--- src/rtl/switch_flow_monitor_pkg.sv ---
// Shared types for the switch flow monitor.
// Error codes, capture FSM states and defaults.
package switch_flow_monitor_pkg;

    typedef enum logic [2:0] {
        COUNT_MISMATCH = 3'd0,
        OVERFLOW       = 3'd1,
        UNDERFLOW      = 3'd2,
        FLAG_MISMATCH  = 3'd3,
        GRANT_MULTI    = 3'd4,
        GRANT_NO_REQ   = 3'd5,
        STARVATION     = 3'd6
    } err_code_e;

    localparam int NUM_ERR      = 7;
    localparam int MON_MAX_WAIT = 16;

    typedef enum logic {
        CAP_IDLE,
        CAP_CAPTURED
    } cap_state_e;

endpackage

--- src/rtl/switch_flow_monitor_if.sv ---
// Observed switch signals: per-port FIFO status
// and arbiter request/grant vectors.
interface switch_flow_monitor_if #(
    parameter int NUM_PORTS = 4,
    parameter int CNT_W     = 4
);
    logic [NUM_PORTS-1:0]       push;
    logic [NUM_PORTS-1:0]       pop;
    logic [NUM_PORTS*CNT_W-1:0] fifo_count;
    logic [NUM_PORTS-1:0]       fifo_empty;
    logic [NUM_PORTS-1:0]       fifo_full;
    logic [NUM_PORTS-1:0]       req;
    logic [NUM_PORTS-1:0]       grant;

    modport master (
        output push, pop, fifo_count,
        output fifo_empty, fifo_full,
        output req, grant
    );

    modport slave (
        input push, pop, fifo_count,
        input fifo_empty, fifo_full,
        input req, grant
    );
endinterface

--- src/rtl/switch_flow_monitor_tracker.sv ---
// Per-port tracker: shadow occupancy, starvation
// counter, high-water mark and local error bits.
module flow_port_tracker
    import switch_flow_monitor_pkg::*;
#(
    parameter int DEPTH    = 8,
    parameter int CNT_W    = 4,
    parameter int MAX_WAIT = 16,
    parameter int WAIT_W   = 5
) (
    input  logic               clk,
    input  logic               rst,
    input  logic               push,
    input  logic               pop,
    input  logic [CNT_W-1:0]   count,
    input  logic               empty,
    input  logic               full,
    input  logic               req,
    input  logic               grant,
    output logic [NUM_ERR-1:0] err,
    output logic [CNT_W-1:0]   high_water
);

    localparam logic [CNT_W-1:0]  DEPTH_C = CNT_W'(DEPTH);
    localparam logic [WAIT_W-1:0] MAX_C   = WAIT_W'(MAX_WAIT);
    localparam logic [WAIT_W-1:0] LAST_C  = WAIT_W'(MAX_WAIT - 1);

    logic [CNT_W-1:0]  s_q;
    logic [CNT_W-1:0]  s_d;
    logic [CNT_W-1:0]  hw_q;
    logic [WAIT_W-1:0] w_q;
    logic [WAIT_W-1:0] w_d;
    logic              ovf;
    logic              unf;
    logic              starve;
    logic              cnt_mm;
    logic              flag_mm;
    logic              no_req;

    // Next shadow occupancy; blocked pushes/pops leave it unchanged.
    always_comb begin
        s_d = s_q;
        ovf = 1'b0;
        unf = 1'b0;
        unique case ({push, pop})
            2'b10: begin
                if (s_q == DEPTH_C) ovf = 1'b1;
                else                s_d = s_q + 1'b1;
            end
            2'b01: begin
                if (s_q == '0) unf = 1'b1;
                else           s_d = s_q - 1'b1;
            end
            2'b11: begin
                if (s_q == '0) begin
                    unf = 1'b1;
                    s_d = s_q + 1'b1;
                end
            end
            default: ;
        endcase
    end

    // Wait counter saturates; starvation fires only on the reaching step.
    always_comb begin
        w_d    = '0;
        starve = 1'b0;
        if (req && !grant) begin
            w_d    = (w_q == MAX_C) ? w_q : w_q + 1'b1;
            starve = (w_q == LAST_C);
        end
    end

    // Consistency of the observed FIFO against the shadow model.
    always_comb begin
        cnt_mm  = (count != s_q);
        flag_mm = (empty != (s_q == '0)) || (full != (s_q == DEPTH_C));
        no_req  = grant && !req;
    end

    assign err = {starve, no_req, 1'b0, flag_mm, unf, ovf, cnt_mm};
    assign high_water = hw_q;

    // Shadow count, wait counter and peak occupancy state.
    always_ff @(posedge clk) begin
        if (rst) begin
            s_q  <= '0;
            w_q  <= '0;
            hw_q <= '0;
        end else begin
            s_q <= s_d;
            w_q <= w_d;
            if (s_d > hw_q) hw_q <= s_d;
        end
    end

endmodule

--- src/rtl/switch_flow_monitor.sv ---
// Switch flow monitor top: grant-vector checks,
// sticky error flags and first-error capture.
module switch_flow_monitor
    import switch_flow_monitor_pkg::*;
#(
    parameter int NUM_PORTS = 4,
    parameter int DEPTH     = 8,
    parameter int CNT_W     = $clog2(DEPTH + 1),
    parameter int MAX_WAIT  = MON_MAX_WAIT,
    parameter int WAIT_W    = $clog2(MAX_WAIT + 1),
    parameter int PORT_W    = $clog2(NUM_PORTS)
) (
    input  logic                         clk,
    input  logic                         rst,
    switch_flow_monitor_if.slave         mon,
    input  logic                         clr_err,
    output logic [NUM_PORTS*NUM_ERR-1:0] err_vec,
    output logic                         err_any,
    output logic                         first_valid,
    output logic [PORT_W-1:0]            first_port,
    output logic [2:0]                   first_code,
    output logic [NUM_PORTS*CNT_W-1:0]   high_water
);

    localparam int ERR_BITS = NUM_PORTS * NUM_ERR;

    logic [ERR_BITS-1:0] trk_err;
    logic [ERR_BITS-1:0] err_now;
    logic [ERR_BITS-1:0] err_q;
    logic                new_any;
    logic [PORT_W-1:0]   cap_port;
    logic [2:0]          cap_code;
    logic                load;
    cap_state_e          state_q;
    cap_state_e          state_d;
    logic [PORT_W-1:0]   port_q;
    logic [2:0]          code_q;

    for (genvar p = 0; p < NUM_PORTS; p++) begin : g_trk
        flow_port_tracker #(
            .DEPTH    (DEPTH),
            .CNT_W    (CNT_W),
            .MAX_WAIT (MAX_WAIT),
            .WAIT_W   (WAIT_W)
        ) u_trk (
            .clk        (clk),
            .rst        (rst),
            .push       (mon.push[p]),
            .pop        (mon.pop[p]),
            .count      (mon.fifo_count[p*CNT_W +: CNT_W]),
            .empty      (mon.fifo_empty[p]),
            .full       (mon.fifo_full[p]),
            .req        (mon.req[p]),
            .grant      (mon.grant[p]),
            .err        (trk_err[p*NUM_ERR +: NUM_ERR]),
            .high_water (high_water[p*CNT_W +: CNT_W])
        );
    end

    // Merge per-port errors with the multi-grant check on the lowest grant.
    always_comb begin
        logic found;
        err_now = trk_err;
        found   = 1'b0;
        if ($countones(mon.grant) > 1) begin
            for (int p = 0; p < NUM_PORTS; p++) begin
                if (mon.grant[p] && !found) begin
                    err_now[p*NUM_ERR + int'(GRANT_MULTI)] = 1'b1;
                    found = 1'b1;
                end
            end
        end
    end

    // Lowest set bit wins: bit order is port-major, code-minor.
    always_comb begin
        new_any  = |err_now;
        cap_port = '0;
        cap_code = '0;
        for (int p = NUM_PORTS - 1; p >= 0; p--) begin
            for (int c = NUM_ERR - 1; c >= 0; c--) begin
                if (err_now[p*NUM_ERR + c]) begin
                    cap_port = PORT_W'(p);
                    cap_code = 3'(c);
                end
            end
        end
    end

    // First-error FSM; a clear with a fresh error recaptures at once.
    always_comb begin
        state_d = state_q;
        load    = 1'b0;
        unique case (state_q)
            CAP_IDLE: begin
                if (new_any) begin
                    state_d = CAP_CAPTURED;
                    load    = 1'b1;
                end
            end
            CAP_CAPTURED: begin
                if (clr_err) begin
                    state_d = new_any ? CAP_CAPTURED : CAP_IDLE;
                    load    = new_any;
                end
            end
            default: state_d = CAP_IDLE;
        endcase
    end

    // Capture state register and captured port/code.
    always_ff @(posedge clk) begin
        if (rst) begin
            state_q <= CAP_IDLE;
            port_q  <= '0;
            code_q  <= '0;
        end else begin
            state_q <= state_d;
            if (load) begin
                port_q <= cap_port;
                code_q <= cap_code;
            end else if (state_d == CAP_IDLE) begin
                port_q <= '0;
                code_q <= '0;
            end
        end
    end

    // Sticky flags; new errors survive a same-cycle clear.
    always_ff @(posedge clk) begin
        if (rst)          err_q <= '0;
        else if (clr_err) err_q <= err_now;
        else              err_q <= err_q | err_now;
    end

    assign err_vec     = err_q;
    assign err_any     = |err_q;
    assign first_valid = (state_q == CAP_CAPTURED);
    assign first_port  = port_q;
    assign first_code  = code_q;

endmodule

--- src/flat_wrapper.sv ---
// flat-port wrapper written by rule: the top's interface ports become plain ports
module switch_flow_monitor_flat import switch_flow_monitor_pkg::*;
#(
    parameter int NUM_PORTS = 4,
    parameter int DEPTH     = 8,
    parameter int CNT_W     = $clog2(DEPTH + 1),
    parameter int MAX_WAIT  = MON_MAX_WAIT,
    parameter int WAIT_W    = $clog2(MAX_WAIT + 1),
    parameter int PORT_W    = $clog2(NUM_PORTS)
)
  (clk, rst, clr_err, err_vec, err_any, first_valid, first_port, first_code, high_water, mon_push, mon_pop, mon_fifo_count, mon_fifo_empty, mon_fifo_full, mon_req, mon_grant);
  switch_flow_monitor_if #(.NUM_PORTS(NUM_PORTS), .CNT_W(CNT_W)) mon_i ();
  input  logic clk;
  input  logic rst;
  input  logic clr_err;
  output logic [NUM_PORTS*NUM_ERR-1:0] err_vec;
  output logic err_any;
  output logic first_valid;
  output logic [PORT_W-1:0] first_port;
  output logic [2:0] first_code;
  output logic [NUM_PORTS*CNT_W-1:0] high_water;
  input wire logic [$bits(mon_i.push)-1:0] mon_push;
  input wire logic [$bits(mon_i.pop)-1:0] mon_pop;
  input wire logic [$bits(mon_i.fifo_count)-1:0] mon_fifo_count;
  input wire logic [$bits(mon_i.fifo_empty)-1:0] mon_fifo_empty;
  input wire logic [$bits(mon_i.fifo_full)-1:0] mon_fifo_full;
  input wire logic [$bits(mon_i.req)-1:0] mon_req;
  input wire logic [$bits(mon_i.grant)-1:0] mon_grant;
  assign mon_i.push = mon_push;
  assign mon_i.pop = mon_pop;
  assign mon_i.fifo_count = mon_fifo_count;
  assign mon_i.fifo_empty = mon_fifo_empty;
  assign mon_i.fifo_full = mon_fifo_full;
  assign mon_i.req = mon_req;
  assign mon_i.grant = mon_grant;
  switch_flow_monitor #(.NUM_PORTS(NUM_PORTS), .DEPTH(DEPTH), .CNT_W(CNT_W), .MAX_WAIT(MAX_WAIT), .WAIT_W(WAIT_W), .PORT_W(PORT_W)) u_core (.clk(clk), .rst(rst), .mon(mon_i), .clr_err(clr_err), .err_vec(err_vec), .err_any(err_any), .first_valid(first_valid), .first_port(first_port), .first_code(first_code), .high_water(high_water));
endmodule
--- config.mk ---
export PLATFORM = sky130hd
export DESIGN_NAME = switch_flow_monitor_flat
export DESIGN_NICKNAME = d
export VERILOG_FILES = /design/src/rtl/switch_flow_monitor_pkg.sv /design/src/rtl/switch_flow_monitor_if.sv /design/src/rtl/switch_flow_monitor_tracker.sv /design/src/rtl/switch_flow_monitor.sv /design/src/flat_wrapper.sv
export SDC_FILE = /design/constraint.sdc
export NUM_CORES = 1
export LEC_CHECK = 0
export CAP_MARGIN = 20
export CORE_MARGIN = 5
export CORE_UTILIZATION = 32
export DETAILED_ROUTE_END_ITERATION = 7
export PLACE_DENSITY_LB_ADDON = 0.25
export SLEW_MARGIN = 40
export SYNTH_ARGS = -nofsm -noshare
export SYNTH_HDL_FRONTEND = slang
export SYNTH_HIERARCHICAL = 1
export SYNTH_SLANG_ARGS = --single-unit
--- constraint.sdc ---
create_clock -name clk -period 6.5 [get_ports clk]
set_input_delay 0.975 -clock clk [delete_from_list [all_inputs] [get_ports clk]]
set_output_delay 0.975 -clock clk [all_outputs]
set_load 0.02 [all_outputs]
==> results.py <==
metrics = {
    "run_status": {
        "status": "completed",
    },
    "final_layout": {
        "final_common_cell": "clkdlybuf4s50_1",
        "mostFrequentLayoutCells": "92 x clkdlybuf4s50_1, 86 x dfxtp_1, 81 x nor2_1, 59 x inv_1, 57 x a21oi_1",
        "final_area_sq_um": 6880,
        "n_antenna_cell": 0,
        "fillerInstances": 1807,
        "seqCellArea_sq_um": 1720,
        "nNetsFinal": 839,
        "fin_cells": 983,
        "synthToLayoutAreaGrowth_pct": 22.2,
        "final_layout_size_suffix_gt1_share_pct": 6.73,
        "multi_input_area_sq_um": 3400,
    },
    "floorplan": {
        "initial_utilization_pct": 32.6,
        "rows": 48,
        "pin_count": 94,
        "die_width_um": 143,
        "dieArea_sq_um": 20400,
        "core_sq_um": 17300,
        "die_y_um": 143,
    },
    "worst_setup_path": {
        "start_kind": "primary input",
        "endpoint_kind": "flip-flop",
        "crit_arrival_ps": 3680,
        "crit_slowest_cell": "clkdlybuf4s50_1",
        "cp_top_family": "compound AO/OA/AOI/OAI gates",
        "critPathMaxStageDelay_ps": 610,
        "crit_path_end": "u_core/g_trk[3].u_trk/high_water[2]$_SDFFE_PP0N_",
        "critPathKind": "primary input to flip-flop",
        "worstSetupPathDepth": 11,
        "cp.required_ps": 6770,
        "rr_endpoint": "u_core/first_code[1]$_SDFFE_PP0P_",
        "cp_max_fo": 8,
        "cp-startpoint": "mon_pop[3]",
        "crit_chain": "clkdlybuf4s50_1 -> and2b_4 -> o21ai_2 -> a2111o_1 -> and2_4 -> ha_1 -> nor2b_1 -> o21a_1 -> o31ai_1 -> nand2_1 -> a21oi_1",
        "r2r_slack_ps": 3320,
        "rr_worst_depth": 11,
        "worst-path-buf-inv": 1,
        "r2r_start": "u_core/g_trk[0].u_trk/s_q[0]$_SDFF_PP0_",
    },
    "sta": {
        "clock_skew_ps": 6.89,
        "slew_headroom_pct": 53.5,
        "whs_ps": 464,
        "fin_crit_sh_pct": 52.4,
        "finalSetupTns_ps": 0,
        "slew_viol_final": 0,
        "fmaxAchievable_mhz": 294,
        "tightest_slew_ps": 693,
        "rsz0062_at_grt": "false",
        "hold_violations": 0,
        "finalCriticalPeriod_ps": 3410,
        "setup_viol": 0,
    },
    "yosys": {
        "synthFlopType": "dfxtp_1",
        "async_flop_share_pct": 0,
        "synth_warnings": 6,
        "synth_area_sq_um": 5630,
        "yosysSeqAreaShare_pct": 30.6,
        "syn_inst": 690,
        "synth-edff-count": 0,
        "synth_fp_nets": 776,
        "syn_area_per_cell_sq_um": 8.17,
        "ys_ff_latch": 86,
        "ys_types": 61,
    },
    "power": {
        "leakage_nw": 2.64,
        "p_per_area_nw_per_um2": 350,
        "power_mw": 2.41,
        "ir_worst_vdd_mv": 0.205,
    },
    "min_path": {
        "hold_class": "flip-flop to flip-flop",
        "min_from": "u_core/first_code[1]$_SDFFE_PP0P_",
    },
    "routing": {
        "detail-route-antenna-nets": 0,
        "routed_via_density": 4.91,
        "drt_iter0_drc": 198,
        "avgRoutedWirePerCell_um": 14.5,
        "dr.pass1.iters": 4,
        "wl_mm": 14.3,
        "post-route-drc-count": 0,
        "vias": 4824,
    },
    "clock_tree": {
        "htree_levels": 3,
        "worstSkewPairLatency_ps": 350,
        "path_clk_slew_ps": 60,
        "hold_buffers": 0,
        "cts_tree": "built",
        "cts_buffers": 9,
        "cts.path.max_buffers": 2,
        "root_buffer": "clkbuf_16",
        "cts_resized": 0,
        "clock_sinks": 86,
        "cts_setup_buffers": 0,
    },
    "global_routing": {
        "grt_most_used_layer": "met2",
        "use_met3_pct": 4.05,
        "grt_pass1_wl_mm": 23.4,
        "grt_max_degree": 34,
        "grt.met2_usage_pct": 22.7,
        "first_global_vias": 4647,
        "globalRouteMet1Util_pct": 18.8,
        "antenna_found_initial": 0,
        "grt_overflow_total": 0,
        "grt_use_total_pct": 14.2,
    },
    "place": {
        "place_inst": 967,
        "io_buffer_count": 93,
        "dp_hpwl_mm": 11.0,
        "placed_area_sq_um": 6570,
        "gp_congestion": 0.854,
    },
    "flow_run": {
        "drv_cap": 0,
    },
}
## worst register-to-register path: stages (launching register included)
cell and delay [ps]:
dfxtp_1 360, inv_1 130, ha_1 260, nor2b_1 230, nand2_1 80, a211oi_1 260
a21oi_1 140, or2_1 300, or4_1 470, or4_1 430, a31oi_1 270, o41ai_1 120
## through the flow
| stage | setup slack [ps] | util (%) |
|---|---|---|
| finish | 3090 | 39.8 |
| global placement | 2750 | 38.0 |
| detailed placement | 2760 | 38.0 |
| floorplan | 3510 | - |
| global route | 2860 | 39.8 |
| CTS | 3130 | 39.8 |
## cell families (layout without fill, tap and decap cells)
| family | after synthesis | after routing | synth area share (%) |
|---|---|---|---|
| fa+ha+maj | 43 | 43 | 9.68 |
| compound gates | 148 | 148 | 17.9 |
| flops | 86 | 86 | 30.6 |
| other cells | 4 | 4 | 0.266 |
| xor+xnor | 32 | 32 | 4.97 |
| simple gates | 267 | 267 | 26.1 |
| buf+inv | 102 | 170 | 9.02 |
| mux | 8 | 8 | 1.42 |
## power breakdown
part	leakage (nW)	internal [mW]	switching [mW]
sequential	0.705	0.611	0.0949
combinational	1.78	0.524	0.623
clock	0.157	0.346	0.208
## flip-flops by register name, indices dropped and copies added (netlist names)
name,count
u_core/err_vec,28
u_core/first_code,3
u_core/first_port,2
u_core/first_valid,1
u_core/g_trk.u_trk/high_water,16
u_core/g_trk.u_trk/s_q,16
u_core/g_trk.u_trk/w_q,20
## synthesized netlist by cell type (5+ instances only)
| cell | n | area [sq um] |
|---|---|---|
| nand2b_1 | 9 | 56.3 |
| nor2_1 | 81 | 304 |
| and2_1 | 8 | 50.1 |
| inv_1 | 59 | 221 |
| nand2_1 | 33 | 124 |
| a211oi_1 | 13 | 97.6 |
| nand4_1 | 10 | 62.6 |
| buf_4 | 32 | 240 |
| o21a_1 | 8 | 60.1 |
| nor3_1 | 20 | 100 |
| nand3b_1 | 5 | 37.5 |
| nor2b_1 | 26 | 163 |
| nand3_1 | 12 | 60.1 |
| a2111o_1 | 5 | 56.3 |
| a21oi_1 | 57 | 285 |
| o21ai_0 | 15 | 75.1 |
| mux2i_1 | 8 | 80.1 |
| dfxtp_1 | 86 | 1720 |
| xnor2_1 | 28 | 245 |
| nor4_1 | 11 | 68.8 |
| a31oi_1 | 8 | 50.1 |
| and3_1 | 10 | 62.6 |
| o31ai_1 | 6 | 45.0 |
| ha_1 | 42 | 526 |
## per-layer routing
metal / vias to the layer above / share of wire [%]
li1: 2510 / -
met1: 2204 / 49
met2: 95 / 44
met3: 15 / 5.8
met4: 0 / 1.4
met5: - / 0
## how the worst min path moves through the flow
| stage | end | slack (ps) | cells past startpoint |
|---|---|---|---|
| 6_report | u_core/first_code[1]$_SDFFE_PP0P_ | 460 | 2 |
| 3_5_place_dp | u_core/first_code[1]$_SDFFE_PP0P_ | 450 | 2 |
| 2_1_floorplan | u_core/g_trk[0].u_trk/w_q[3]$_SDFFE_PP0P_ | 510 | 2 |
| 4_1_cts | u_core/first_code[1]$_SDFFE_PP0P_ | 460 | 2 |
| 5_1_grt | u_core/g_trk[3].u_trk/high_water[2]$_SDFFE_PP0N_ | 500 | 2 |
| 3_3_place_gp | u_core/first_code[1]$_SDFFE_PP0P_ | 440 | 2 |
## layout make-up
| cell class | count | share of cell area, % |
|---|---|---|
| Timing Repair Buffer | 94 | 13.6 |
| Multi-Input combinational cell | 502 | 49.5 |
| Sequential cell | 86 | 25.0 |
| Tap cell | 225 | 4.09 |
| Inverter | 60 | 3.27 |
| Clock inverter | 4 | 1.02 |
| Clock buffer | 12 | 3.58 |
Power figures use the tool's default switching activity.
